File: config.mk
export PLATFORM = sky130hd
export DESIGN_NAME = pivota_order_dispatcher
export DESIGN_NICKNAME = d
export VERILOG_FILES = /design/src/rtl/pivota_pkg.sv /design/src/rtl/pivota_risk_check.sv /design/src/rtl/pivota_order_dispatcher.sv
export SDC_FILE = /design/constraint.sdc
export NUM_CORES = 1
export LEC_CHECK = 0
export ABC_AREA = 1
export BUFFER_PORTS_ARGS = -buffer_cell sky130_fd_sc_hd__buf_4
export CAP_MARGIN = 20
export CORE_MARGIN = 2
export CORE_UTILIZATION = 58
export DETAILED_ROUTE_END_ITERATION = 8
export PLACE_DENSITY = 0.89
export SLEW_MARGIN = 10
export SYNTH_ARGS = -nofsm -noshare
export SYNTH_HDL_FRONTEND = slang
export SYNTH_SLANG_ARGS = --single-unit
File: constraint.sdc
create_clock -name clk -period 3.5 [get_ports clk]
set_clock_uncertainty 0.2 [all_clocks]
set_input_delay 0.35 -clock clk [delete_from_list [all_inputs] [get_ports clk]]
set_output_delay 0.35 -clock clk [all_outputs]
set_load 0.01 [all_outputs]
File: src/rtl/pivota_pkg.sv
// Shared types and defaults for the Pivota order-dispatch blocks.
package pivota_pkg;

    localparam int PV_SIDE_W  = 4;
    localparam int PV_QTY_W   = 4;
    localparam int PV_MAX_POS = 20;

    localparam int SIDE_BUY  = 1;
    localparam int SIDE_SELL = 2;

    typedef enum logic [2:0] {
        ST_IDLE,
        ST_FETCH,
        ST_WAIT,
        ST_CHECK,
        ST_SEND,
        ST_DONE
    } state_t;

    typedef enum logic [1:0] {
        RSN_OK,
        RSN_BAD_SIDE,
        RSN_LIMIT
    } reason_t;

endpackage

File: src/rtl/pivota_risk_check.sv
// Combinational net-position limit check for a single order entry.
module pivota_risk_check
    import pivota_pkg::*;
#(
    parameter int SIDE_W  = PV_SIDE_W,
    parameter int QTY_W   = PV_QTY_W,
    parameter int POS_W   = 16,
    parameter int MAX_POS = PV_MAX_POS
) (
    input  logic signed [POS_W-1:0]  position,
    input  logic        [SIDE_W-1:0] side,
    input  logic        [QTY_W-1:0]  qty,
    output logic signed [POS_W-1:0]  next_pos,
    output logic                     accept,
    output logic        [1:0]        reason
);

    localparam logic signed [POS_W:0] LIM = (POS_W+1)'(MAX_POS);

    logic signed [POS_W:0] w_pos_ext;
    logic signed [POS_W:0] w_qty_ext;
    logic signed [POS_W:0] w_next;
    logic                  w_accept;
    reason_t               w_reason;

    // One extra bit of headroom so the limit test cannot be fooled by overflow.
    assign w_pos_ext = {position[POS_W-1], position};
    assign w_qty_ext = {{(POS_W+1-QTY_W){1'b0}}, qty};

    always_comb begin
        w_next   = w_pos_ext;
        w_accept = 1'b0;
        w_reason = RSN_BAD_SIDE;
        if (side == SIDE_W'(SIDE_BUY)) begin
            w_next = w_pos_ext + w_qty_ext;
        end else if (side == SIDE_W'(SIDE_SELL)) begin
            w_next = w_pos_ext - w_qty_ext;
        end
        if (side == SIDE_W'(SIDE_BUY) || side == SIDE_W'(SIDE_SELL)) begin
            if (w_next > LIM || w_next < -LIM) begin
                w_reason = RSN_LIMIT;
            end else begin
                w_reason = RSN_OK;
                w_accept = 1'b1;
            end
        end
    end

    assign next_pos = w_next[POS_W-1:0];
    assign accept   = w_accept;
    assign reason   = w_reason;

endmodule

File: src/rtl/pivota_order_dispatcher.sv
// Walks the strategy order buffer, risk-checks each entry and offers
// accepted orders to the exchange port over valid/ready.
module pivota_order_dispatcher
    import pivota_pkg::*;
#(
    parameter int  DEPTH   = 256,
    parameter int  SIDE_W  = PV_SIDE_W,
    parameter int  QTY_W   = PV_QTY_W,
    parameter int  POS_W   = 16,
    parameter int  MAX_POS = PV_MAX_POS,
    localparam int AW      = $clog2(DEPTH)
) (
    input  logic                     clk,
    input  logic                     rst,
    input  logic                     start,
    input  logic        [AW:0]       order_count,
    output logic        [AW-1:0]     rd_addr,
    output logic                     rd_en,
    input  logic        [SIDE_W-1:0] rd_side,
    input  logic        [QTY_W-1:0]  rd_qty,
    output logic                     ord_valid,
    output logic        [SIDE_W-1:0] ord_side,
    output logic        [QTY_W-1:0]  ord_qty,
    input  logic                     ord_ready,
    output logic                     busy,
    output logic                     done,
    output logic        [AW:0]       sent_cnt,
    output logic        [AW:0]       rej_cnt,
    output logic signed [POS_W-1:0]  position
);

    state_t                  r_state;
    logic        [AW:0]      r_cnt;
    logic        [AW-1:0]    r_idx;
    logic        [SIDE_W-1:0] r_cur_side;
    logic        [QTY_W-1:0] r_cur_qty;
    logic        [AW-1:0]    r_rd_addr;
    logic                    r_rd_en;
    logic                    r_ord_valid;
    logic        [SIDE_W-1:0] r_ord_side;
    logic        [QTY_W-1:0] r_ord_qty;
    logic                    r_busy;
    logic                    r_done;
    logic        [AW:0]      r_sent;
    logic        [AW:0]      r_rej;
    logic signed [POS_W-1:0] r_position;

    logic signed [POS_W-1:0] w_next_pos;
    logic                    w_accept;
    logic        [1:0]       w_reason;
    logic                    w_take;
    logic        [AW:0]      w_cnt_clamp;
    logic                    w_last;
    logic        [AW-1:0]    w_idx_inc;

    pivota_risk_check #(
        .SIDE_W  (SIDE_W),
        .QTY_W   (QTY_W),
        .POS_W   (POS_W),
        .MAX_POS (MAX_POS)
    ) u_risk (
        .position (r_position),
        .side     (r_cur_side),
        .qty      (r_cur_qty),
        .next_pos (w_next_pos),
        .accept   (w_accept),
        .reason   (w_reason)
    );

    assign w_take      = w_accept && (w_reason == RSN_OK);
    assign w_cnt_clamp = (order_count > (AW+1)'(DEPTH)) ? (AW+1)'(DEPTH) : order_count;
    assign w_last      = ({1'b0, r_idx} == r_cnt - (AW+1)'(1));
    assign w_idx_inc   = r_idx + AW'(1);

    always_ff @(posedge clk) begin
        if (rst) begin
            r_state     <= ST_IDLE;
            r_cnt       <= '0;
            r_idx       <= '0;
            r_cur_side  <= '0;
            r_cur_qty   <= '0;
            r_rd_addr   <= '0;
            r_rd_en     <= 1'b0;
            r_ord_valid <= 1'b0;
            r_ord_side  <= '0;
            r_ord_qty   <= '0;
            r_busy      <= 1'b0;
            r_done      <= 1'b0;
            r_sent      <= '0;
            r_rej       <= '0;
            r_position  <= '0;
        end else begin
            r_rd_en <= 1'b0;
            r_done  <= 1'b0;
            case (r_state)
                ST_IDLE: begin
                    if (start) begin
                        r_cnt  <= w_cnt_clamp;
                        r_idx  <= '0;
                        r_sent <= '0;
                        r_rej  <= '0;
                        r_busy <= 1'b1;
                        if (w_cnt_clamp == '0) begin
                            r_state <= ST_DONE;
                        end else begin
                            r_state   <= ST_FETCH;
                            r_rd_en   <= 1'b1;
                            r_rd_addr <= '0;
                        end
                    end
                end
                ST_FETCH: begin
                    r_state <= ST_WAIT;
                end
                ST_WAIT: begin
                    r_cur_side <= rd_side;
                    r_cur_qty  <= rd_qty;
                    r_state    <= ST_CHECK;
                end
                ST_CHECK: begin
                    if (w_take) begin
                        r_ord_valid <= 1'b1;
                        r_ord_side  <= r_cur_side;
                        r_ord_qty   <= r_cur_qty;
                        r_state     <= ST_SEND;
                    end else begin
                        r_rej <= r_rej + (AW+1)'(1);
                        if (w_last) begin
                            r_state <= ST_DONE;
                        end else begin
                            r_idx     <= w_idx_inc;
                            r_rd_addr <= w_idx_inc;
                            r_rd_en   <= 1'b1;
                            r_state   <= ST_FETCH;
                        end
                    end
                end
                ST_SEND: begin
                    // Position and the entry are frozen here, so the risk result is still valid.
                    if (ord_ready) begin
                        r_ord_valid <= 1'b0;
                        r_sent      <= r_sent + (AW+1)'(1);
                        r_position  <= w_next_pos;
                        if (w_last) begin
                            r_state <= ST_DONE;
                        end else begin
                            r_idx     <= w_idx_inc;
                            r_rd_addr <= w_idx_inc;
                            r_rd_en   <= 1'b1;
                            r_state   <= ST_FETCH;
                        end
                    end
                end
                ST_DONE: begin
                    r_done  <= 1'b1;
                    r_busy  <= 1'b0;
                    r_state <= ST_IDLE;
                end
                default: begin
                    r_state <= ST_IDLE;
                end
            endcase
        end
    end

    assign rd_addr   = r_rd_addr;
    assign rd_en     = r_rd_en;
    assign ord_valid = r_ord_valid;
    assign ord_side  = r_ord_side;
    assign ord_qty   = r_ord_qty;
    assign busy      = r_busy;
    assign done      = r_done;
    assign sent_cnt  = r_sent;
    assign rej_cnt   = r_rej;
    assign position  = r_position;

endmodule

==> qor.txt, run 1 <==
setup ws final = 310 ps
antenna violations before repair = 0
Initial Util = 60.1%
# fillers = 702
global placement routability congestion = 1.03
TritonCTS clock tree = done
Area Overhead vs Synth = 17.6%
worst-path fanout max = 15
count leader, synth = nand2_1
ANT nets after route = 0
clock network power share = 34.7%
ys async rst share = 0%
clock sink count = 82
Logic pwr share = 22.7%
DRT iter0 DRCs = 332
Peak supply drop = 0.326 mV
DRT Pass-1 Iters = 5
Final Cycle Share = 91.1%
IO buf count = 74
status = finished, final reports clean
Fin. Hold Viols = 0
global-route wire length before repair = 21,600 µm
post-synth net total = 802
Vias = 5,275
Synth Flop Type = dfxtp_1
setup_tns = 0 ps
Slew Limit Fails = 0
Post-synth top cells = nand2_1, inv_1, nor2_1
Die X-Extent = 96.3 µm
die area = 9270 µm²
max cap viols = 0
Reg power frac = 42.6%
vias in the first global route = 4,853
synthesized cell area = 4940 µm²
top post-synthesis cells by area = dfxtp_1, nand2_1, inv_1, nor2_1, nand3_1
total global-route track usage = 29.5%
PD cells = 417 nW/µm²
core area = 8220 µm²
critical path class = register to register
Avg Cell Area, Syn = 6.44 µm²
crit path cell chain = ha_2 > inv_1 > fa_1 > inv_1 > nand3_1 > nand2_1 > nand2_1 > nand2_1 > xor2_1 > inv_1 > nand2_1 > nand3_1 > nor2_1 > nand2_1 > nand2_2 > nand3_4 > nand2_2 > inv_2 > nand2_1 > nand2_1 > nor2_1
CTS HTree Levels = 3
slowest cell on the critical path = dfxtp_1
clock latency on the worst-skew pair = 360 ps
max_slew headroom = 64.2%
Slew @ Worst Pin = 537 ps
Num CTS Buffers = 9
DR DRC count = 0
YS warnings = 0
CP Capture Type = register
count of state elements after synthesis = 82
num rows = 33
Switch Pwr = 0.000770 W
layout cells sized above 1 = 14.8%
sequential fraction of the synthesis area = 33.2%
CTS root buffer = clkbuf_8
Worst Hold Class = input port to register
required time of the critical path = 3590 ps
EDFF count, synth = 0
P_int = 0.00165 W
hpwl dp = 9900 µm
pre-CTS WS = 284 ps
boundary pin count = 75
Inserted Diodes = 0
Yosys top cell area share = 33.2%
Clk pin slew, worst setup/hold paths = 90 ps
final WL = 13,500 µm
Yosys top cell by area = dfxtp_1
max incr delay on CP = 400 ps
# hold bufs at CTS = 0
GR Overflow Total = 0
die height = 96.3 µm
cell mode on critical path = nand2_1
Via density = 5.57
max frequency = 314 MHz
Sw Share = 31.8%
Finish-stage setup viols = 0
Pleak = 2.83 nW
crit path time final = 3190 ps
NumNets Final = 873
clk buf depth = 2
largest net degree at the start of global routing = 48
Avg WL per Cell = 14.2 µm
library cells used by synthesis = 38
Critical Path Start Type = register
cell count after synthesis = 767
Critical Path AT = 3280 ps
power groups by stage:
| stage | registers [W] | clock network [W] | logic, W |
|---|---|---|---|
| after floorplan | 0.00105 | 0 | 0.000395 |
| after global placement | 0.00105 | 0 | 0.000512 |
| after detailed placement | 0.00105 | 0 | 0.000529 |
| after CTS | 0.00103 | 0.000853 | 0.000535 |
| after global routing | 0.00104 | 0.000887 | 0.000618 |
| final | 0.00103 | 0.000840 | 0.000549 |
timing repair:
item,in CTS,in global routing
hold endpoints to repair,0,0
setup buffers,0,0
resized for setup,0,3
endpoints found under the setup margin,0,30
per-stage QoR:
stage	instance area, µm²	total power (W)	hold slack, ps	utilization [%]	std cells
after global routing	5810	0.00254	42.2	70.7	947
after detailed placement	5550	0.00158	232	67.6	931
final	5810	0.00242	69.5	70.7	947
after floorplan	4940	0.00145	257	-	767
after global placement	5550	0.00156	227	67.6	931
after CTS	5790	0.00242	48.5	70.5	946
worst max-delay path, delay by kind of cell, from the launching register on:
kind	cells	cell delay, ps
simple gates	14	1320
buf+inv	4	340
flops	1	400
xor+xnor	1	250
fa+ha+maj	2	610
logic make-up (layout without fill, tap and decap cells):
kind of cell	count (synthesis)	in the layout	share of synthesized area (%)
AND/OR/NAND/NOR	420	421	37.5
buffers and inverters	125	199	10.2
AO/OA/AOI/OAI	104	104	11.4
flip-flops	82	82	33.2
XOR/XNOR	22	22	3.90
adder cells (fa/ha/maj)	14	14	3.85
state kept, by name, summed over array words and instances (netlist names):
register,cells
position,16
r_cnt,9
rej_cnt,9
sent_cnt,9
r_idx,8
rd_addr,8
ord_qty,4
ord_side,4
r_cur_qty,4
r_cur_side,4
r_state,3
busy,1
done,1
ord_valid,1
rd_en,1
worst paths after layout:
path                             startpoint                        to  slack [ps]  depth (start not counted)
setup / recovery  r_cur_qty[0]$_SDFFE_PP0P_     r_idx[4]$_SDFFE_PP0P_         310                         21
hold / removal               order_count[5]     r_cnt[5]$_SDFFE_PP0P_          70                          2
setup reg to reg  r_cur_qty[0]$_SDFFE_PP0P_     r_idx[4]$_SDFFE_PP0P_         310                         21
hold reg to reg    ord_side[2]$_SDFFE_PP0P_  ord_side[2]$_SDFFE_PP0P_         250                          2
layout by cell type (no fill, tap or decap), types with 2 or more instances in the layout:
cell,Yosys,routed
nor2_2,3,3
o22ai_1,2,2
nand3_2,4,5
o31ai_1,2,2
o21ai_0,35,35
nor3_2,2,2
buf_4,1,78
nand2_1,192,191
clkbuf_8,0,9
nand2_2,7,8
xnor2_1,6,6
nor2_4,3,3
nand3_1,71,71
o211ai_1,5,5
and3_1,2,2
nor3_1,14,14
a21oi_1,51,51
dfxtp_1,82,81
a211oi_1,3,3
nand4_1,20,20
clkinv_1,2,2
ha_1,12,11
fa_1,2,2
inv_2,7,7
inv_1,97,97
nor2_1,97,97
bufinv_16,0,3
o21a_1,2,2
xor2_1,16,16
nor3b_1,2,2
routing by layer:
| layer | routed length [µm] | vias up | track usage (%) |
|---|---|---|---|
| li1 | - | 2600 | - |
| met1 | 5650 | 2447 | 36.6 |
| met2 | 6680 | 198 | 50.5 |
| met3 | 861 | 30 | 5.87 |
| met4 | 278 | 0 | 10.8 |
| met5 | 0 | - | 0 |
cell type report:
| type | count | area, µm² | share of cell area, % |
|---|---|---|---|
| clock buffers | 9 | 124 | 2.13 |
| clock inverters | 6 | 115 | 1.98 |
| inverters | 106 | 398 | 6.85 |
| multi-input cells | 561 | 2810 | 48.4 |
| flip-flops and latches | 82 | 1640 | 28.3 |
| well taps | 105 | 131 | 2.26 |
| repair buffers | 78 | 586 | 10.1 |
No activity file was read; power rests on OpenSTA's default activity.
==> run 2, diff against run 1 <==
--- a/config.mk
+++ b/config.mk
@@ -11,7 +11,7 @@
 export CORE_MARGIN = 2
 export CORE_UTILIZATION = 58
 export DETAILED_ROUTE_END_ITERATION = 8
-export PLACE_DENSITY = 0.89
+export PLACE_DENSITY = 0.92
 export SLEW_MARGIN = 10
 export SYNTH_ARGS = -nofsm -noshare
 export SYNTH_HDL_FRONTEND = slang
==> run 2 against run 1 <==
Non-clock buffer count unchanged. Utilization up 0.076 points. Hold slack worse by 52 ps. Fmax down 1.4%. Cell count up 0.11%. Register-to-register slack worse by 50 ps. Via count up 1.9%. Highest routed layer unchanged. Largest cell class unchanged. Worst setup slack worse by 45 ps.
==> qor.txt, run 2 (same netlist as run 1, synthesis figures left out) <==
met3 Use GR = 5.40% (was 5.87%)
final WL = 13,800 µm (was 13,500 µm)
CP Capture Type = register (unchanged)
Buf/Inv on CP = 2 (was 4)
DRT iter0 DRCs = 313 (was 332)
CTS HTree Levels = 3 (unchanged)
Via density = 5.67 (was 5.57)
Avg WL per Cell = 14.5 µm (was 14.2 µm)
Final Cycle Share = 92.4% (was 91.1%)
core area = 8220 µm² (unchanged)
NumNets Final = 873 (unchanged)
Vias = 5,374 (was 5,275)
most common cell after layout, fill and taps aside = nand2_1 (unchanged)
Design Area, Final = 5810 µm² (about the same)
clock sink count = 82 (unchanged)
die height = 96.3 µm (unchanged)
critical path class = register to register (unchanged)
Final Instance Count excl. Fillers = 948 (was 947)
CTS root buffer = clkbuf_8 (unchanged)
clock latency on the worst-skew pair = 360 ps (about the same)
GRT Max-Usage Layer = met2 (unchanged)
layout cells sized above 1 = 14.8% (about the same)
Setup Fix Bufs, Post-CTS = 0 (unchanged)
Inserted Diodes = 0 (unchanged)
Clk pin slew, worst setup/hold paths = 90 ps (about the same)
# resized after CTS = 0 (unchanged)
total global-route track usage = 29.8% (was 29.5%)
global placement routability congestion = 1.03 (about the same)
clk buf depth = 2 (unchanged)
die area = 9270 µm² (unchanged)
DRT Pass-1 Iters = 6 (was 5)
Pleak = 2.83 nW (about the same)
required time of the critical path = 3600 ps (was 3590 ps)
largest net degree at the start of global routing = 48 (unchanged)
slowest cell on the critical path = fa_1 (was dfxtp_1)
Die X-Extent = 96.3 µm (unchanged)
Area Overhead vs Synth = 17.7% (was 17.6%)
CP top delay family = simple AND/OR/NAND/NOR gates (unchanged)
IO buf count = 74 (unchanged)
Finish-stage setup viols = 0 (unchanged)
global-route wire length before repair = 21,700 µm (was 21,600 µm)
max cap viols = 0 (unchanged)
hpwl dp = 9940 µm (was 9900 µm)
placed insts = 931 (unchanged)
ANT nets after route = 0 (unchanged)
TritonCTS clock tree = done (unchanged)
PD cells = 414 nW/µm² (was 417 nW/µm²)
Critical Path Start Type = register (unchanged)
max_slew headroom = 60.8% (was 64.2%)
final hold slack = 17.6 ps (was 69.5 ps)
status = finished, final reports clean (unchanged)
# hold bufs at CTS = 0 (unchanged)
antenna violations before repair = 0 (unchanged)
Fin. Hold Viols = 0 (unchanged)
Slew Limit Fails = 0 (unchanged)
GRT met2 Usage = 52.4% (was 50.5%)
RSZ-0062 raised after global routing = false
Critical Path AT = 3330 ps (was 3280 ps)
dpl cell area = 5550 µm² (unchanged)
Worst Hold Class = input port to register (unchanged)
Peak supply drop = 0.363 mV (was 0.326 mV)
Slew @ Worst Pin = 586 ps (was 537 ps)
Num CTS Buffers = 9 (unchanged)
M1 GR Usage = 34.9% (was 36.6%)
crit path cell chain = inv_1 > ha_1 > fa_1 > nor2_1 > nor2_2 > nand3_2 > nand2_2 > nand2_1 > nand2_1 > nand2_2 > nand2_1 > nor2_1 > nand2_1 > nor2_1 > nand2_1 > nand2_2 > nand3_4 > nand2_2 > inv_2 > nand2_1 > nand2_1 > nor2_1 (was ha_2 > inv_1 > fa_1 > inv_1 > nand3_1 > nand2_1 > nand2_1 > nand2_1 > xor2_1 > inv_1 > nand2_1 > nand3_1 > nor2_1 > nand2_1 > nand2_2 > nand3_4 > nand2_2 > inv_2 > nand2_1 > nand2_1 > nor2_1)
vias in the first global route = 4,857 (was 4,853)
max frequency = 309 MHz (was 314 MHz)
Largest register FFs = 16 (unchanged)
setup_tns = 0 ps (unchanged)
worst-path fanout max = 15 (unchanged)
most frequent cells in the layout = nand2_1, inv_1, nor2_1, dfxtp_1, buf_4 (unchanged)
num rows = 33 (unchanged)
DR DRC count = 0 (unchanged)
Initial Util = 60.1% (unchanged)
crit path time final = 3230 ps (was 3190 ps)
GR Overflow Total = 0 (unchanged)
boundary pin count = 75 (unchanged)
cell mode on critical path = nand2_1 (unchanged)
# fillers = 679 (was 702)
max incr delay on CP = 420 ps (was 400 ps)
run 2: layout make-up:
type	count	area (µm²)	area share (%)
clock buffers	10	138	2.37
inverters	106	398	6.84
multi-input cells	561	2820	48.6
well taps	105	131	2.26
clock inverters	6	96.3	1.66
repair buffers	78	586	10.1
flip-flops and latches	82	1640	28.2
run 2: worst min-delay path, cell delays in order:
cell	delay (ps)
buf_4	80
nor2_1	40
nor2_1	90
run 2: worst paths after layout:
| kind | from | to | slack, ps | cells after the start |
|---|---|---|---|---|
| setup / recovery | position[0]$_SDFFE_PP0P_ | r_idx[4]$_SDFFE_PP0P_ | 270 | 22 |
| hold / removal | rd_qty[0] | r_cur_qty[0]$_SDFFE_PP0P_ | 20 | 3 |
| setup reg to reg | position[0]$_SDFFE_PP0P_ | r_idx[4]$_SDFFE_PP0P_ | 270 | 22 |
| hold reg to reg | ord_side[2]$_SDFFE_PP0P_ | ord_side[2]$_SDFFE_PP0P_ | 250 | 2 |
run 2: where the power goes:
part	internal, W	switching, W
combinational	0.000193	0.000361
clock	0.000430	0.000388
sequential	0.000985	0.0000485
run 2: per-layer routing:
metal,part of all wire (%),vias up
li1,-,2610
met1,40,2527
met2,51,200
met3,6.1,37
met4,2.9,0
met5,0,-
run 2: per-stage QoR:
| stage | total power [W] | utilization, % | setup slack, ps |
|---|---|---|---|
| after floorplan | 0.00145 | - | 687 |
| after global placement | 0.00156 | 67.6 | 337 |
| after detailed placement | 0.00158 | 67.6 | 254 |
| after CTS | 0.00240 | 70.4 | 204 |
| after global routing | 0.00252 | 70.7 | 8.13 |
| final | 0.00241 | 70.7 | 265 |
